[config.mk]
export PLATFORM = sky130hd
export DESIGN_NAME = crypto_sign_sdiv_mbdk_seq
export DESIGN_NICKNAME = d
export VERILOG_FILES = /design/src/rtl/crypto_sign_sdiv_mbdk_seq.sv
export SDC_FILE = /design/constraint.sdc
export NUM_CORES = 1
export LEC_CHECK = 0
export BUFFER_PORTS_ARGS = -buffer_cell sky130_fd_sc_hd__buf_2
export CAP_MARGIN = 15
export CORE_MARGIN = 10
export CORE_UTILIZATION = 40
export DETAILED_ROUTE_END_ITERATION = 10
export HOLD_SLACK_MARGIN = 0.08
export RECOVER_POWER = 100
export SYNTH_ARGS = -nofsm -noshare
export SYNTH_HDL_FRONTEND = slang
export SYNTH_SLANG_ARGS = --single-unit
[constraint.sdc]
create_clock -name ap_clk -period 2.1 [get_ports ap_clk]
set_input_delay 0.105 -clock ap_clk [delete_from_list [all_inputs] [get_ports ap_clk]]
set_output_delay 0.105 -clock ap_clk [all_outputs]
set_load 0.02 [all_outputs]
[src/rtl/crypto_sign_sdiv_mbdk_seq.sv]
// Signed-by-unsigned restoring divider, one quotient bit per cycle, C truncation semantics.
// Latency DW+1 edges after accept (1 edge for zero divisor, or |din0|<din1 when CRYPTO_SIGN_SDIV_EARLY_EXIT_EN is defined); result held while out_ready=0.
module crypto_sign_sdiv_mbdk_seq #(
    parameter int ID             = 1,
    parameter int DIVIDEND_WIDTH = 17,
    parameter int DIVISOR_WIDTH  = 8
) (
    input  logic                       ap_clk,
    input  logic                       ap_rst,
    input  logic                       in_valid,
    output logic                       in_ready,
    input  logic [DIVIDEND_WIDTH-1:0]  din0,
    input  logic [DIVISOR_WIDTH-1:0]   din1,
    output logic                       out_valid,
    input  logic                       out_ready,
    output logic [DIVIDEND_WIDTH-1:0]  quot,
    output logic [DIVISOR_WIDTH:0]     rem,
    output logic                       div_zero
);
    localparam int DW  = DIVIDEND_WIDTH;
    localparam int DVW = DIVISOR_WIDTH;
    localparam int CW  = $clog2(DW);

    if (ID < 0) begin : g_id_check
        $error("ID must be non-negative");
    end

    typedef enum logic [1:0] {IDLE, CALC, FIX, DONE} state_t;

    state_t           state_q, state_d;
    logic [DW-1:0]    mag_q, mag_d;      // dividend magnitude, refilled with quotient bits from the LSB
    logic [DVW:0]     pr_q, pr_d;
    logic [DVW-1:0]   divisor_q, divisor_d;
    logic [CW-1:0]    cnt_q, cnt_d;
    logic             neg_q, neg_d;
    logic             zero_q, zero_d;
    logic [DW-1:0]    quot_q, quot_d;
    logic [DVW:0]     rem_q, rem_d;
    logic             div_zero_q, div_zero_d;

    logic [DW-1:0]    abs_in;
    logic [DVW:0]     shifted;
    logic [DVW:0]     diff;
    logic             ge;

    always_comb begin
        abs_in  = din0[DW-1] ? (~din0 + 1'b1) : din0;
        shifted = {pr_q[DVW-1:0], mag_q[DW-1]};
        diff    = shifted - {1'b0, divisor_q};
        ge      = (shifted >= {1'b0, divisor_q});

        state_d    = state_q;
        mag_d      = mag_q;
        pr_d       = pr_q;
        divisor_d  = divisor_q;
        cnt_d      = cnt_q;
        neg_d      = neg_q;
        zero_d     = zero_q;
        quot_d     = quot_q;
        rem_d      = rem_q;
        div_zero_d = div_zero_q;

        case (state_q)
            IDLE: begin
                if (in_valid) begin
                    neg_d     = din0[DW-1];
                    mag_d     = abs_in;
                    divisor_d = din1;
                    pr_d      = '0;
                    cnt_d     = CW'(DW - 1);
                    zero_d    = (din1 == '0);
                    if (din1 == '0) begin
                        state_d = FIX;
`ifdef CRYPTO_SIGN_SDIV_EARLY_EXIT_EN
                    end else if (abs_in < DW'(din1)) begin
                        // Quotient is zero and the whole magnitude is the remainder.
                        mag_d   = '0;
                        pr_d    = abs_in[DVW:0];
                        state_d = FIX;
`endif
                    end else begin
                        state_d = CALC;
                    end
                end
            end
            CALC: begin
                pr_d  = ge ? diff : shifted;
                mag_d = {mag_q[DW-2:0], ge};
                cnt_d = cnt_q - 1'b1;
                if (cnt_q == '0) begin
                    state_d = FIX;
                end
            end
            FIX: begin
                if (zero_q) begin
                    quot_d = '1;
                    rem_d  = '0;
                end else begin
                    quot_d = neg_q ? (~mag_q + 1'b1) : mag_q;
                    rem_d  = neg_q ? (~pr_q + 1'b1) : pr_q;
                end
                div_zero_d = zero_q;
                state_d    = DONE;
            end
            DONE: begin
                if (out_ready) begin
                    state_d = IDLE;
                end
            end
            default: state_d = IDLE;
        endcase
    end

    always_ff @(posedge ap_clk or posedge ap_rst) begin
        if (ap_rst) begin
            state_q    <= IDLE;
            mag_q      <= '0;
            pr_q       <= '0;
            divisor_q  <= '0;
            cnt_q      <= '0;
            neg_q      <= 1'b0;
            zero_q     <= 1'b0;
            quot_q     <= '0;
            rem_q      <= '0;
            div_zero_q <= 1'b0;
        end else begin
            state_q    <= state_d;
            mag_q      <= mag_d;
            pr_q       <= pr_d;
            divisor_q  <= divisor_d;
            cnt_q      <= cnt_d;
            neg_q      <= neg_d;
            zero_q     <= zero_d;
            quot_q     <= quot_d;
            rem_q      <= rem_d;
            div_zero_q <= div_zero_d;
        end
    end

    assign in_ready  = (state_q == IDLE);
    assign out_valid = (state_q == DONE);
    assign quot      = quot_q;
    assign rem       = rem_q;
    assign div_zero  = div_zero_q;

endmodule
==> key figures <==
Placement
  • Port bufs: 57
  • Routability congestion estimate: 0.852
  • Cell Area, Placed: 4960 um2
  • DP Cell Count: 679
  • Placed wire-length estimate: 8.28 mm

Worst setup path
  • Worst setup path class: reg -> reg
  • Critical Path Fanout Max: 4
  • CP Launch Type: flip-flop
  • Reg2reg start: mag_q[5]
  • Critical Path Source: mag_q[5]
  • Crit path to: quot[13]
  • Critical path capture point type: flip-flop
  • Reg2Reg Depth: 6
  • WP data required: 2.34 ns
  • Reg-to-reg slack, setup: 0.009 ns
  • Worst r2r dst: quot[13]
  • Crit path DAT: 2.33 ns

Synthesis
  • Mapped Area: 4220 um2
  • Syn Area/Cell: 9.15 um2
  • Post-synth EDFFs: 0
  • Compound-Gate Fraction of Synth Area: 0.167
  • Post-synthesis xor/xnor area fraction: 0.0914
  • Post-synthesis adder-cell area fraction: 0.0552
  • Seq/Total Area, Yosys: 0.415
  • Ys async rst share: 1.00
  • Mux cell area share after synthesis: 0.0629
  • Syn Nets: 508
  • Netlist cell types: 51
  • Gate count after technology mapping: 461
  • Synth Area in Simple Gates: 0.158
  • Top FF cell, synth: dfrtp_1
  • Ys Warns: 0
  • Yosys reg bits: 70
  • Largest family of logic cells by synthesized area: compound AO/OA/AOI/OAI gates

Clock tree
  • Max Buffers Root-to-Sink: 2
  • H-tree levels: 3
  • Clock Latency Late Sink: 0.36 ns
  • Clk sinks: 70
  • CTS Buf Count: 9
  • CTS tree: done
  • Root Driver: clkbuf_8
  • Clock slew at reported path FFs: 0.08 ns

Pwr
  • Leak Pwr: 2.38 nW
  • VDD IR max: 0.538 mV
  • Final Power: 0.00865 W
  • P per Cell Area: 1630 nW/um2

Drt
  • Vias/cell: 5.10
  • Total iterations of the first detailed-routing run: 4
  • Via Count: 3603
  • Detailed-route wire length per cell: 15.2 um
  • Number of DRC markers in iteration 0: 282
  • DRT Wirelength: 10.7 mm
  • DRC viols: 0
  • Routed Antenna Nets: 0

Global routing
  • Largest net degree at the start of global routing: 36
  • Initial antenna violation count: 0
  • First-pass GRT wire length: 17.7 mm
  • Vias in the first global route: 3537
  • Gr usage total: 0.146
  • GRT overflow: 0

Cells and area
  • Finished Layout Cells: 707
  • Share of cells above drive strength 1: 0.228
  • Nets: 613
  • Fillcell total: 999
  • Area growth syn-to-layout: 26.3%
  • Diodes inserted: 0
  • Post-route design area: 5320 um2

Floorplan
  • Core area: 10300 um2
  • I/O Pins: 58
  • Chip Height: 123 um
  • Die area: 15000 um2
  • Num rows: 37
  • Die extent in x: 123 um
  • Initial core utilization: 0.410

STA
  • Max Clk Rate: 478 MHz
  • Hold violation count in the final report: 0
  • Max Transition Viols Final: 0
  • TNS Setup: 0 ns
  • Fin crit share: 0.996
  • Hold_ws: 0.0865 ns
  • Final setup fails: 0
  • Relative slew slack: 0.414
  • Min cycle time layout: 2.09 ns
  • Worst-margin pin slew: 0.879 ns
  • Clk_skew: 0.00772 ns
  • RSZ-0062 raised after global routing: true

Hold path
  • Hold path depth: 3
  • Worst hold path class: in -> reg

Outcome
  • Status: complete, no violations

Flow run
  • Max-Cap Viols: 0
==> flip-flops by register name, summed over array words and instances (netlist names) <==
register,cells
div_zero,1
divisor_q,8
mag_q,17
pr_q,9
rem,9
state_q,2
neg_q,1
quot,17
zero_q,1
cnt_q,5
==> cell usage after synthesis, types with 3 or more instances <==
| cell type | count | area, um2 |
|---|---|---|
| ha_1 | 17 | 213 |
| nor3_1 | 3 | 15.0 |
| nand2_1 | 41 | 154 |
| o21ai_0 | 39 | 195 |
| xor2_1 | 27 | 236 |
| dfrtp_1 | 70 | 1750 |
| nor4_1 | 3 | 18.8 |
| nor2_1 | 42 | 158 |
| a21oi_1 | 30 | 150 |
| mux2_2 | 12 | 135 |
| o31ai_1 | 10 | 75.1 |
| inv_1 | 32 | 120 |
| nand3_1 | 6 | 30.0 |
| mux2i_1 | 13 | 130 |
| clkbuf_1 | 16 | 60.1 |
| nand2b_1 | 6 | 37.5 |
| o22ai_1 | 12 | 75.1 |
| xnor2_1 | 17 | 149 |
| or4_1 | 6 | 45.0 |
| o211ai_1 | 3 | 22.5 |
| or3_1 | 12 | 75.1 |
| o21a_1 | 3 | 22.5 |
| nor2b_1 | 5 | 31.3 |
| nand3b_1 | 3 | 22.5 |
==> where the power goes <==
group,internal (W),switching [W]
clock network,0.000667,0.000522
registers,0.00195,0.000464
logic,0.00221,0.00283
==> layer usage <==
metal | share of wire | global-route usage
met4 | 0.013 | 0.0508
met3 | 0.050 | 0.0372
met2 | 0.45 | 0.217
met5 | 0 | 0
met1 | 0.49 | 0.203
==> logic make-up after synthesis <==
group | after synthesis
buffers and inverters | 51
AND/OR/NAND/NOR | 136
multiplexers | 25
XOR/XNOR | 44
flip-flops | 70
adder cells (fa/ha/maj) | 18
AO/OA/AOI/OAI | 117
==> repair_timing <==
action / CTS / global route
endpoints found under the setup margin: 8 / 15
endpoints found under the hold margin: 79 / 0
hold buffers: 10 / 0
pin swaps: 3 / 20
resized for setup: 5 / 25
buffers inserted: 0 / 2
==> how the worst min path moves through the flow <==
stage | from | endpoint
floorplan | din1[0] | divisor_q[0]
global placement | ap_rst | rem[6]
detailed placement | ap_rst | rem[6]
CTS | din0[11] | mag_q[11]
global route | din0[11] | mag_q[11]
finish | din0[11] | mag_q[11]
==> per-stage QoR <==
stage	setup WS (ns)	util
after floorplan	0.00874	-
after global placement	-0.00850	0.482
after detailed placement	-0.0979	0.482
after CTS	0.00342	0.514
after global routing	-0.0657	0.518
final	0.00944	0.518
==> cells in the final DEF (no fill, tap or decap), types with 3 or more instances in the layout <==
master / instances
a21oi_1: 29
ha_1: 12
ha_4: 4
nand2_1: 40
clkbuf_1: 33
or3_4: 3
buf_4: 36
or4_4: 3
clkbuf_2: 6
nand3b_1: 3
nor3_1: 3
o22ai_1: 12
nor4_1: 3
o211ai_1: 3
xor2_1: 27
o21ai_0: 36
dfrtp_1: 69
xnor2_1: 17
o31ai_1: 9
nor2b_1: 5
mux2_2: 12
inv_1: 28
nand3_1: 6
o21a_1: 3
or3_1: 10
nor2_1: 42
dlygate4sd3_1: 10
or4_1: 4
mux2i_1: 12
buf_2: 28
o21ai_1: 3
clkbuf_8: 9
inv_2: 4
nand2b_1: 5
==> area by class of cell <==
class / count / area [um2] / area share
Clock buffer: 10 / 128 / 0.0240
Clock inverter: 6 / 86.3 / 0.0162
Inverter: 32 / 120 / 0.0226
Multi-Input combinational cell: 340 / 2390 / 0.448
Sequential cell: 70 / 1750 / 0.329
Tap cell: 136 / 170 / 0.0320
Timing Repair Buffer: 113 / 681 / 0.128
==> critical path: stages, from the launching register on <==
cell and delay, ns:
dfrtp_1 0.38, or4_4 0.57, or3_4 0.36, or2_4 0.26
o21a_1 0.19, xnor2_1 0.13, a21oi_1 0.07
Note: power is estimated with default switching activity, not from simulation.
